[src/rtl/cvm300_pkg.sv]
// Shared types and constants for the CVM300 pixel emulator: FSM states,
// test-pattern codes, fill levels and a wrap-around window test.
package cvm300_pkg;

  localparam int PIX_W  = 10;
  localparam int COL_W  = 10;
  localparam int ROW_W  = 9;
  localparam int FCNT_W = 16;

  typedef enum logic [1:0] {
    ST_IDLE   = 2'd0,
    ST_FOT    = 2'd1,
    ST_LINE   = 2'd2,
    ST_HBLANK = 2'd3
  } state_t;

  localparam logic [1:0] PAT_HRAMP = 2'd0;
  localparam logic [1:0] PAT_VRAMP = 2'd1;
  localparam logic [1:0] PAT_CHECK = 2'd2;
  localparam logic [1:0] PAT_BOX   = 2'd3;

  localparam logic [PIX_W-1:0] FILL_HI   = 10'h3FF;
  localparam logic [PIX_W-1:0] FILL_LO   = 10'h040;
  localparam logic [PIX_W-1:0] FILL_ZERO = 10'h000;

  // True when pos lies in [origin, origin+len) on a 1024-wide circular axis.
  function automatic logic in_window(input logic [9:0] pos,
                                     input logic [9:0] origin,
                                     input logic [10:0] len);
    logic [9:0] diff;
    diff = pos - origin;
    return ({1'b0, diff} < len);
  endfunction

endpackage

[src/rtl/cvm300_if.sv]
// Sensor-side bus of the emulator: frame request/pattern in, video and status out.
interface cvm300_if;
  import cvm300_pkg::*;

  logic              frame_req;
  logic [1:0]        pattern_sel;
  logic              lval;
  logic              dval;
  logic [PIX_W-1:0]  d;
  logic              busy;
  logic [FCNT_W-1:0] frame_cnt;

  modport master (
    output frame_req, pattern_sel,
    input  lval, dval, d, busy, frame_cnt
  );

  modport slave (
    input  frame_req, pattern_sel,
    output lval, dval, d, busy, frame_cnt
  );

endinterface

[src/rtl/cvm300_pattern_gen.sv]
// Combinational test-pattern pixel value for a given column, row, frame count
// and pattern code; the parent registers the result.
module cvm300_pattern_gen
  import cvm300_pkg::*;
#(
  parameter int BOX = 16
) (
  input  logic [COL_W-1:0] i_col,
  input  logic [ROW_W-1:0] i_row,
  input  logic [7:0]       i_frame_cnt,
  input  logic [1:0]       i_pattern,
  output logic [PIX_W-1:0] o_pixel
);

  localparam logic [10:0] BOX_LEN = (BOX >= 1024) ? 11'd1024 : 11'(BOX);

  logic [9:0] w_x0;
  logic [9:0] w_y0;
  logic       w_in_box;

  // Box origin drifts with the frame counter so consecutive frames move it.
  assign w_x0     = {i_frame_cnt[6:0], 2'b00};
  assign w_y0     = {i_frame_cnt[7:0], 1'b0};
  assign w_in_box = in_window(i_col, w_x0, BOX_LEN) &&
                    in_window({1'b0, i_row}, w_y0, BOX_LEN);

  always_comb begin
    o_pixel = FILL_ZERO;
    case (i_pattern)
      PAT_HRAMP: o_pixel = i_col;
      PAT_VRAMP: o_pixel = {1'b0, i_row};
      PAT_CHECK: o_pixel = (i_col[3] ^ i_row[3]) ? FILL_HI : FILL_ZERO;
      PAT_BOX:   o_pixel = w_in_box ? FILL_HI : FILL_LO;
      default:   o_pixel = FILL_ZERO;
    endcase
  end

endmodule

[src/rtl/cvm300_pixel_emulator.sv]
// CVM300 sensor emulator: on request, waits the frame-overhead time and then
// streams V_LINES lines of H_PIXELS test-pattern pixels with blanking gaps.
module cvm300_pixel_emulator
  import cvm300_pkg::*;
#(
  parameter int H_PIXELS   = 648,
  parameter int V_LINES    = 488,
  parameter int H_BLANK    = 16,
  parameter int FOT_CYCLES = 32,
  parameter int BOX        = 16
) (
  input logic     clk,
  input logic     rst_n,
  cvm300_if.slave io_bus
);

  localparam logic [COL_W-1:0] COL_LAST   = COL_W'(H_PIXELS - 1);
  localparam logic [ROW_W-1:0] ROW_LAST   = ROW_W'(V_LINES - 1);
  localparam logic [7:0]       BLANK_LAST = 8'(H_BLANK - 1);
  localparam logic [7:0]       FOT_LAST   = 8'(FOT_CYCLES);

  state_t              r_state;
  logic [7:0]          r_fot_cnt;
  logic [7:0]          r_blank_cnt;
  logic [COL_W-1:0]    r_col;
  logic [ROW_W-1:0]    r_row;
  logic [1:0]          r_pat;
  logic                r_pending;
  logic                r_lval;
  logic                r_dval;
  logic [PIX_W-1:0]    r_d;
  logic                r_busy;
  logic [FCNT_W-1:0]   r_frame_cnt;

  logic [COL_W-1:0]    w_pg_col;
  logic [ROW_W-1:0]    w_pg_row;
  logic [PIX_W-1:0]    w_pixel;

  // Coordinates of the pixel that will be presented after the coming edge.
  assign w_pg_col = (r_state == ST_LINE)   ? (r_col + 10'd1) : 10'd0;
  assign w_pg_row = (r_state == ST_HBLANK) ? (r_row + 9'd1)  : r_row;

  cvm300_pattern_gen #(
    .BOX (BOX)
  ) u_pattern_gen (
    .i_col       (w_pg_col),
    .i_row       (w_pg_row),
    .i_frame_cnt (r_frame_cnt[7:0]),
    .i_pattern   (r_pat),
    .o_pixel     (w_pixel)
  );

  always_ff @(posedge clk) begin
    if (!rst_n) begin
      r_state     <= ST_IDLE;
      r_fot_cnt   <= 8'd0;
      r_blank_cnt <= 8'd0;
      r_col       <= 10'd0;
      r_row       <= 9'd0;
      r_pat       <= 2'd0;
      r_pending   <= 1'b0;
      r_lval      <= 1'b0;
      r_dval      <= 1'b0;
      r_d         <= FILL_ZERO;
      r_busy      <= 1'b0;
      r_frame_cnt <= 16'd0;
    end else begin
      // A request while a frame is running is remembered once; extras are dropped.
      if ((r_state != ST_IDLE) && io_bus.frame_req) begin
        r_pending <= 1'b1;
      end else begin
        r_pending <= r_pending;
      end
      case (r_state)
        ST_IDLE: begin
          r_lval <= 1'b0;
          r_dval <= 1'b0;
          r_d    <= FILL_ZERO;
          if (io_bus.frame_req || r_pending) begin
            r_state   <= ST_FOT;
            r_pat     <= io_bus.pattern_sel;
            r_busy    <= 1'b1;
            r_pending <= 1'b0;
            r_fot_cnt <= 8'd0;
            r_col     <= 10'd0;
            r_row     <= 9'd0;
          end else begin
            r_busy <= 1'b0;
          end
        end
        ST_FOT: begin
          if (r_fot_cnt == FOT_LAST) begin
            r_state <= ST_LINE;
            r_col   <= w_pg_col;
            r_row   <= w_pg_row;
            r_lval  <= 1'b1;
            r_dval  <= 1'b1;
            r_d     <= w_pixel;
          end else begin
            r_fot_cnt <= r_fot_cnt + 8'd1;
          end
        end
        ST_LINE: begin
          if (r_col == COL_LAST) begin
            r_state     <= ST_HBLANK;
            r_blank_cnt <= 8'd0;
            r_lval      <= 1'b0;
            r_dval      <= 1'b0;
            r_d         <= FILL_ZERO;
          end else begin
            r_col <= w_pg_col;
            r_d   <= w_pixel;
          end
        end
        ST_HBLANK: begin
          if (r_blank_cnt != BLANK_LAST) begin
            r_blank_cnt <= r_blank_cnt + 8'd1;
          end else if (r_row == ROW_LAST) begin
            // Frame done: busy drops and the count advances on the same edge.
            r_state     <= ST_IDLE;
            r_busy      <= 1'b0;
            r_frame_cnt <= r_frame_cnt + 16'd1;
            r_col       <= 10'd0;
            r_row       <= 9'd0;
          end else begin
            r_state <= ST_LINE;
            r_col   <= w_pg_col;
            r_row   <= w_pg_row;
            r_lval  <= 1'b1;
            r_dval  <= 1'b1;
            r_d     <= w_pixel;
          end
        end
        default: begin
          r_state <= ST_IDLE;
          r_busy  <= 1'b0;
          r_lval  <= 1'b0;
          r_dval  <= 1'b0;
          r_d     <= FILL_ZERO;
        end
      endcase
    end
  end

  assign io_bus.lval      = r_lval;
  assign io_bus.dval      = r_dval;
  assign io_bus.d         = r_d;
  assign io_bus.busy      = r_busy;
  assign io_bus.frame_cnt = r_frame_cnt;

endmodule

[src/flat_wrapper.sv]
// flat-port wrapper written by rule: the top's interface ports become plain ports
module cvm300_pixel_emulator_flat import cvm300_pkg::*;
#(
  parameter int H_PIXELS   = 648,
  parameter int V_LINES    = 488,
  parameter int H_BLANK    = 16,
  parameter int FOT_CYCLES = 32,
  parameter int BOX        = 16
)
  (clk, rst_n, io_bus_frame_req, io_bus_pattern_sel, io_bus_lval, io_bus_dval, io_bus_d, io_bus_busy, io_bus_frame_cnt);
  cvm300_if io_bus_i ();
  input logic clk;
  input logic rst_n;
  input wire logic [$bits(io_bus_i.frame_req)-1:0] io_bus_frame_req;
  input wire logic [$bits(io_bus_i.pattern_sel)-1:0] io_bus_pattern_sel;
  output wire logic [$bits(io_bus_i.lval)-1:0] io_bus_lval;
  output wire logic [$bits(io_bus_i.dval)-1:0] io_bus_dval;
  output wire logic [$bits(io_bus_i.d)-1:0] io_bus_d;
  output wire logic [$bits(io_bus_i.busy)-1:0] io_bus_busy;
  output wire logic [$bits(io_bus_i.frame_cnt)-1:0] io_bus_frame_cnt;
  assign io_bus_i.frame_req = io_bus_frame_req;
  assign io_bus_i.pattern_sel = io_bus_pattern_sel;
  assign io_bus_lval = io_bus_i.lval;
  assign io_bus_dval = io_bus_i.dval;
  assign io_bus_d = io_bus_i.d;
  assign io_bus_busy = io_bus_i.busy;
  assign io_bus_frame_cnt = io_bus_i.frame_cnt;
  cvm300_pixel_emulator #(.H_PIXELS(H_PIXELS), .V_LINES(V_LINES), .H_BLANK(H_BLANK), .FOT_CYCLES(FOT_CYCLES), .BOX(BOX)) u_core (.clk(clk), .rst_n(rst_n), .io_bus(io_bus_i));
endmodule
[config.mk]
export PLATFORM = sky130hd
export DESIGN_NAME = cvm300_pixel_emulator_flat
export DESIGN_NICKNAME = d
export VERILOG_FILES = /design/src/rtl/cvm300_pkg.sv /design/src/rtl/cvm300_if.sv /design/src/rtl/cvm300_pattern_gen.sv /design/src/rtl/cvm300_pixel_emulator.sv /design/src/flat_wrapper.sv
export SDC_FILE = /design/constraint.sdc
export NUM_CORES = 1
export LEC_CHECK = 0
export CAP_MARGIN = 20
export CORE_MARGIN = 2
export CORE_UTILIZATION = 42
export DETAILED_ROUTE_END_ITERATION = 12
export SYNTH_ARGS = -nofsm -noshare
export SYNTH_HDL_FRONTEND = slang
export SYNTH_SLANG_ARGS = --single-unit
[constraint.sdc]
create_clock -name clk -period 6.9 [get_ports clk]
set_clock_uncertainty 0.15 [all_clocks]
set_input_delay 1.035 -clock clk [delete_from_list [all_inputs] [get_ports clk]]
set_output_delay 1.035 -clock clk [all_outputs]
set_load 0.02 [all_outputs]
# Yosys cells after proc, flatten, opt, wreduce, memory -nomap -nowiden
# Index checks and enable logic that the tools add are counted.
# word_totals
word_cells	106
in_bits	5
reg_bits	68
# classes
reduce_logical	20
muxes	45
magnitude_cmp	2
eq_ne	19
bitwise	2
add_sub_neg	7
# op_table
cell	n
$mux W10	12
$pmux W10 S4	3
$mux W9	5
$mux W8	4
$pmux W8 S2	2
$pmux W9 S3	1
$lt A10 B5 Y1 const B	2
$add A16 B1 Y16 const B	1
$add A8 B1 Y8 const B	2
$reduce_and A4 Y1	4
$reduce_and A3 Y1	5
$ne A2 B2 Y1 const B	7
$add A10 B1 Y10 const B	1
$eq A10 B10 Y1 const B	1
$mux W1	10
$mux W2	5
$sub A10 B9 Y10	1
$sub A9 B9 Y10	1
$add A9 B1 Y9 const B	1
$eq A9 B9 Y1 const B	1
$eq A2 B2 Y1 const B	4
$eq A8 B6 Y1 const B	1
$ne A8 B4 Y1 const B	1
$pmux W2 S4	1
other kinds (12)	19

# Depth between registers and ports, before layout
# Gate-level depths: netlist of run 1.
# depth
ltp_word	10
depth_mapped	15
ltp_nobuf	14

# Cells and area by module
# From an unflattened synthesis of run 1, not the netlist that was laid out.
# hier_totals
hier_cells	521
hier_area_um2	4297.9
# modules_own_cells
module	n_inst	area_per_inst_um2	cells_per_inst
cvm300_pixel_emulator	1	3433.3	392
cvm300_pattern_gen	1	864.6	129

# Worst setup path before layout of run 1
# OpenSTA, ideal clock, no wires.
# synth_timing
path_type	register to register
startpoint	register u_core.r_state[0]
endpoint	register u_core.r_d[0] (netlist: u_core.io_bus.d[0])
stages_incl_launch_ff	16
setup_slack_ns	3.590
synth_period_minus_slack_ns	3.310
arrival_time_ns	3.101
required_ns	6.691
cell_sequence	dfxtp_1 -> ha_1 -> buf_2 -> nand4_1 -> nor2_1 -> nand3_1 -> xor2_1 -> inv_1 -> ha_1 -> nor3b_1 -> a211oi_1 -> mux2i_1 -> a31o_2 -> nor4_4 -> and3_4 -> a221o_1
# synth_between
elab_chain_len	10
# synth_rtl
element	line	source
from (decl)	cvm300_pixel_emulator.sv:22	state_t r_state;
from (signal assigned)	cvm300_pixel_emulator.sv:55	r_state <= ST_IDLE;
from (signal assigned)	cvm300_pixel_emulator.sv:80	r_state <= ST_FOT;
from (signal assigned)	cvm300_pixel_emulator.sv:93	r_state <= ST_LINE;
$eq A2 B2 Y1, on equally long branches	cvm300_pixel_emulator.sv:40, cvm300_pixel_emulator.sv:74, cvm300_pixel_emulator.sv:41	
$mux W10 / $mux W9 (equally long branches)	cvm300_pixel_emulator.sv:40, cvm300_pixel_emulator.sv:41	
$sub A10 B9 Y10 / $sub A9 B9 Y10 (equally long branches)	cvm300_pkg.sv:31	diff = pos - origin;
$lt A10 B5 Y1	cvm300_pkg.sv:32	return ({1'b0, diff} < len);
$logic_and A1 B1 Y1	cvm300_pattern_gen.sv:24	assign w_in_box = in_window(i_col, w_x0, BOX_LEN) &&
$mux W10	cvm300_pattern_gen.sv:33	PAT_BOX: o_pixel = w_in_box ? FILL_HI : FILL_LO;
$pmux W10 S4	cvm300_pattern_gen.sv:29	case (i_pattern)
$mux W10	cvm300_pixel_emulator.sv:118	end else if (r_row == ROW_LAST) begin
$mux W10	cvm300_pixel_emulator.sv:116	if (r_blank_cnt != BLANK_LAST) begin
$pmux W10 S4	cvm300_pixel_emulator.sv:74	case (r_state)
to (signal assigned)	cvm300_pixel_emulator.sv:98	r_d <= w_pixel;
to (signal assigned)	cvm300_pixel_emulator.sv:112	r_d <= w_pixel;
to (signal assigned)	cvm300_pixel_emulator.sv:131	r_d <= w_pixel;
to (decl)	cvm300_pixel_emulator.sv:31	logic [PIX_W-1:0] r_d;
# Parallel ways exist; a longest one is shown, timed or not. The select of a mux whose other input is x is not followed.
# A chain may end at the register's enable or synchronous reset.

# Worst setup path after layout of run 1
# layout_timing
startpoint	register u_core.r_state[0]
endpoint	register u_core.r_d[8] (netlist: u_core.io_bus.d[8])
# Same word-level chain as after synthesis.

==> qor.csv, run 1 <==
metric;value;unit
r2r_end;u_core.io_bus.d[8];
setup_viol;0;
track_usage;20.4;%
synth-async-reset-ratio;0;%
ctsHoldBuffers;0;
power.leakage;1.88;nW
synth.distinct_cells;73;
synthAdderAreaFrac;6.71;%
root_buffer;clkbuf_8;
drive_gt1_share;8.39;%
place_hpwl;7960;um
peakVddDrop;123;uV
ys_ff_latch;68;
maxSlewViolCount;0;
cts_made_buffers;9;
antenna_found_initial;0;
holdPathStages;2;
top_layer;met4;
wl_met1;5140;um
critPathArrivalTime;4.21;ns
post_cts_buffers;0;
top_level_ports;34;
wl_per_cell;15.7;um
io_buffers;33;
final_cell_mix;nor2_1, dfxtp_1, nand2_1, clkdlybuf4s50_1, inv_1;
rrSetupSlack;2.82;ns
viasPerCell;5.57;
ys_seq_area_share;31.7;%
die_x;105;um
r2r-start;u_core.r_state[0];
post_dp_cell_area;4710;um^2
hold_path_end;u_core.io_bus.d[5];
first_pass_iters;4;
wl_met3;447;um
grt_pass1_wl;18200;um
critical_path_class;register to register;
path_clk_slew;0.08;ns
cts.sinks;68;
routabilityCongestion;0.845;
synth_compound_area_share;20.6;%
area_delta_synth_final;15.3;%
totalWireLength;10700;um
synth_simple_gate_area_share;25.6;%
fin_area;4940;um^2
hold_viol;0;
cts_tree;done;
power;1.14;mW
num_rows;36;
rsz0062_at_grt;no;
tns;0;ns
startpoint_type;register;
status;complete, no violations;
clockBufferDepth;2;
diodes;0;
synth-xor-area-share;8.17;%
maxCapViolations;0;
slew-limit-headroom;45.0;%
cellPowerDensity;230;nW/um^2
worstSkewPairLatency;0.35;ns
synth_edf_count;0;
grt_overflow_total;0;
synthesis.area;4290;um^2
drcViolationCount;0;
synth.area.mux_share;2.39;%
initial_core_util;43.5;%
final_common_cell;nor2_1;
synthFlopType;dfxtp_1;
grt_start_max_net_pins;43;
cp_max_fo;22;
syn_inst;517;
end_kind;register;
max_freq;0.245;GHz
avgSynthCellArea;8.29;um^2
hold_class;register to register;
dieArea;11000;um^2
post_cts_resized;0;
vias;3793;
h-tree-depth;3;
syn_nets;545;
min_from;u_core.io_bus.d[5];
drtIter0Drc;221;
grt_pass1_vias;3675;
min_period_over_period;59.1;%
wl_met2;4920;um
final_nets;571;
synth_top_family_by_area;simple AND/OR/NAND/NOR gates;
period_needed;4.08;ns
worst_pin_slew;0.825;ns
die_h;105;um
yosys_warnings;0;
core_area;9860;um^2
antenna_left;0;
required;7.03;ns
reg2reg_depth;14;
[state kept, by name, indices dropped and copies added, names as in the netlist]
name,cells
u_core.io_bus.frame_cnt,16
u_core.io_bus.d,10
u_core.r_col,10
u_core.r_row,9
u_core.r_blank_cnt,8
u_core.r_fot_cnt,8
u_core.r_pat,2
u_core.r_state,2
u_core.io_bus.busy,1
u_core.io_bus.lval,1
u_core.r_pending,1
[synthesized netlist by cell type, types with 13 or more instances]
master | instances | area share, %
nor2_1 | 72 | 6.3
dfxtp_1 | 68 | 32
nand2_1 | 39 | 3.4
inv_1 | 29 | 2.5
a21oi_1 | 26 | 3.0
o21ai_0 | 26 | 3.0
ha_1 | 23 | 6.7
xor2_1 | 22 | 4.5
xnor2_1 | 18 | 3.7
nand4_1 | 15 | 2.2
nand3_1 | 14 | 1.6
clkbuf_1 | 13 | 1.1
[power breakdown]
part / total, mW / internal, mW / leakage (nW) / switching [mW]
logic: 0.314 / 0.0989 / 1.21 / 0.216
registers: 0.438 / 0.411 / 0.549 / 0.0267
clock network: 0.384 / 0.225 / 0.120 / 0.159
[per-stage QoR]
stage	hold WS (ns)	instances	setup WS (ns)	util, %
after floorplan	0.307	517	3.59	-
after global placement	0.308	665	2.99	47.8
after detailed placement	0.302	665	2.84	47.8
after CTS	0.319	681	2.79	50.1
after global routing	0.342	681	2.35	50.1
final	0.322	681	2.82	50.1
[worst max-delay path by stage]
| stage | cells after the start | slack (ns) | end | start |
|---|---|---|---|---|
| after global routing | 14 | 2.35 | u_core.io_bus.d[2] | u_core.r_state[1] |
| after floorplan | 15 | 3.59 | u_core.io_bus.d[0] | u_core.r_state[0] |
| after detailed placement | 14 | 2.84 | u_core.io_bus.d[8] | u_core.r_state[0] |
| after CTS | 14 | 2.79 | u_core.io_bus.d[8] | u_core.r_state[0] |
| after global placement | 14 | 2.99 | u_core.io_bus.d[8] | u_core.r_state[0] |
| final | 14 | 2.82 | u_core.io_bus.d[8] | u_core.r_state[0] |
[layer usage]
metal / vias to the layer above / global-route usage, %
met5: - / 0
met4: 0 / 7.05
met3: 19 / 3.43
met2: 82 / 32.7
met1: 1783 / 27.6
li1: 1909 / -
[worst max-delay path, stage by stage (launching register included)]
cell      delay, ns
dfxtp_1        0.41
ha_1           0.73
nand4_1        0.28
nor2_1         0.27
nand3_1        0.13
xor2_1         0.21
inv_1          0.09
ha_1           0.35
nor3b_1        0.18
a211oi_1       0.24
mux2i_1        0.11
a31o_2         0.24
nor4_4         0.24
nand4_1        0.26
nand2_1        0.13
[cell families after synthesis]
| family | after synthesis |
|---|---|
| compound gates | 118 |
| xor+xnor | 40 |
| fa+ha+maj | 23 |
| buf+inv | 51 |
| flops | 68 |
| mux | 10 |
| simple gates | 207 |
[area by class of cell]
cell class,count,area [um^2]
Clock buffer,11,151
Clock inverter,5,82.6
Fill cell,957,4920
Inverter,31,116
Multi-Input combinational cell,398,2720
Sequential cell,68,1360
Tap cell,133,166
Timing Repair Buffer,35,345
No activity file was read; power rests on OpenSTA's default activity.
==> inputs of run 2 (changes only) <==
==> constraint.sdc (replaced) <==
create_clock -name clk -period 3.5 [get_ports clk]
set_clock_uncertainty 0.15 [all_clocks]
set_input_delay 0.525 -clock clk [delete_from_list [all_inputs] [get_ports clk]]
set_output_delay 0.525 -clock clk [all_outputs]
set_load 0.02 [all_outputs]
==> run 2 against run 1 <==
Against the previous run:
- design area increased by 1.5%
- power increased by 91%
- clock power increased by 69%
- non-clock buffer count increased by 13
- sequential cell count is the same
- register-to-register slack worse by 2.6 ns
- critical path depth is 2 lower
- core utilization up 0.74 points
- final cell count is 1.9% higher
- sequential power grew 92%
- routed wire length up 3.2%
- count of clock-buffer cells in the layout rose by 1
- critical endpoint unchanged
- highest routed layer unchanged
==> qor.csv, run 2 (synthesized netlist as in run 1, its figures left out) <==
metric;value;unit;change
status;complete, no violations;;
peakVddDrop;213;uV;+74%
maxCapViolations;0;;unchanged
core_area;9860;um^2;unchanged
drive_gt1_share;11.1;%;+2.7 points
setup_viol;0;;unchanged
grt_pass1_wl;18200;um;+0.19%
io_buffers;33;;unchanged
totalWireLength;11100;um;+3.2%
cp.depth;12;;-2
antenna_found_initial;0;;unchanged
viasPerCell;5.60;;+0.61%
holdPathStages;2;;unchanged
critPathBufInv;1;;unchanged
grt_overflow_total;0;;unchanged
slew-limit-headroom;56.7;%;+12 points
rrSetupSlack;0.22;ns;-2.60 ns
h-tree-depth;3;;unchanged
crit_start;u_core.r_col[3];;
root_buffer;clkbuf_8;;
period_needed;3.28;ns;-0.795 ns
top_layer;met4;;
timing.critical_path.cells;and3_1 -> nand3_1 -> xor2_1 -> nor2_1 -> ha_1 -> inv_1 -> o21a_1 -> o21ai_0 -> or2_1 -> a2111oi_4 -> nand4_1 -> nand2_1;;
min_period_over_period;93.8;%;+35 points
critical_path_class;register to register;;
die_h;105;um;unchanged
wl_per_cell;15.9;um;+1.3%
routabilityCongestion;0.920;;+8.9%
power.leakage;1.93;nW;+2.5%
die_x;105;um;unchanged
maxSlewViolCount;0;;unchanged
drtIter0Drc;225;;+1.8%
fin_util;50.9;%;+0.74 points
wl_met2;5000;um;+1.7%
path_clk_slew;0.08;ns;about the same
final_cell_mix;nor2_1, dfxtp_1, nand2_1, clkdlybuf4s50_1, inv_1;;
final_nets;584;;+2.3%
drcViolationCount;0;;unchanged
tns;0;ns;unchanged
critPathArrivalTime;3.41;ns;-0.80 ns
hold_viol;0;;unchanged
top_level_ports;34;;unchanged
diodes;0;;unchanged
required;3.62;ns;-3.41 ns
grt_pass1_vias;3771;;+2.6%
clockBufferDepth;2;;unchanged
grt_start_max_net_pins;24;;-44%
startpoint_type;register;;
end_kind;register;;
r2r-start;u_core.r_col[3];;
rsz0062_at_grt;no;;
worstSkewPairLatency;0.35;ns;about the same
cts_made_buffers;9;;unchanged
cellPowerDensity;433;nW/um^2;+89%
num_rows;36;;unchanged
vias;3889;;+2.5%
initial_core_util;43.5;%;unchanged
reg2reg_depth;12;;-2
cp_max_fo;9;;-59%
r2r_end;u_core.io_bus.d[8];;
hold_class;register to register;;
antenna_left;0;;unchanged
area_delta_synth_final;17.0;%;
cts.sinks;68;;unchanged
cpPeakStageDelay;0.55;ns;-0.18 ns
place_hpwl;8280;um;+4.0%
min_from;u_core.io_bus.d[2];;
wl_met1;5300;um;+3.1%
fin_cells;694;;+1.9%
critical_path.top_delay_family;simple AND/OR/NAND/NOR gates;;
cp_slowest_cell;dfxtp_1;;
max_freq;0.305;GHz;+24%
worst_pin_slew;0.643;ns;-0.181 ns
first_pass_iters;4;;unchanged
cts_tree;done;;
track_usage;20.4;%;about the same
largest_reg_flops;16;;unchanged
final_common_cell;nor2_1;;
hold_path_end;u_core.io_bus.d[2];;
dieArea;11000;um^2;unchanged
numPlacedInstances;677;;+1.8%
wl_met3;509;um;+14%
power;2.17;mW;+91%
==> run 2: cell types whose count changed in the layout (fill, tap and decap cells not counted), sizes merged <==
| cell | change |
|---|---|
| clkbuf | +1 |
| inv | -1 |
| clkinv | +1 |
| buf | +13 |
| bufinv | -1 |
==> run 2: how the worst max path moves through the flow <==
| stage | slack, ns | endpoint |
|---|---|---|
| 6_report | 0.22 | u_core.io_bus.d[8] |
| 5_1_grt | 0.02 | u_core.io_bus.d[8] |
| 4_1_cts | 0.08 | u_core.io_bus.d[8] |
| 3_5_place_dp | 0.14 | u_core.io_bus.d[8] |
| 3_3_place_gp | 0.25 | u_core.io_bus.d[8] |
| 2_1_floorplan | 0.19 | u_core.io_bus.d[0] |
==> run 2: power breakdown <==
part	switching, mW	leakage (nW)	internal [mW]
Combinational	0.457	1.28	0.230
Clock	0.300	0.100	0.348
Sequential	0.0275	0.550	0.812
==> run 2: per-layer routing <==
layer | vias up | track usage (%)
met1 | 1846 | 26.9
li1 | 1928 | -
met2 | 96 | 32.8
met5 | - | 0
met4 | 0 | 7.71
met3 | 19 | 4.12
==> run 2: tightest hold or removal path: cells and delay by family, from the launching register on <==
kind	cells	cell delay, ns
flip-flops	1	0.33
AO/OA/AOI/OAI	1	0.06
AND/OR/NAND/NOR	1	0.06
==> run 2: area by class of cell <==
type / instances / area (um^2)
Fill cell: 983 / 4850
Multi-Input combinational cell: 398 / 2730
Sequential cell: 68 / 1360
Timing Repair Buffer: 48 / 443
Tap cell: 133 / 166
Clock buffer: 12 / 145
Inverter: 31 / 116
Clock inverter: 4 / 48.8
==> run 2: stage by stage <==
step	cell area [um^2]	setup slack, ns	hold slack (ns)
after floorplan	4290	0.190	0.307
after global placement	4800	0.255	0.306
after detailed placement	4800	0.141	0.319
after CTS	4990	0.0845	0.335
after global routing	5020	0.0227	0.350
final	5020	0.216	0.336
==> run 2: timing repair <==
action                     in CTS  in global routing
setup buffers                   0                  1
setup endpoints to repair       0                  9
gates resized for setup         0                  5
hold buffers                    0                  0
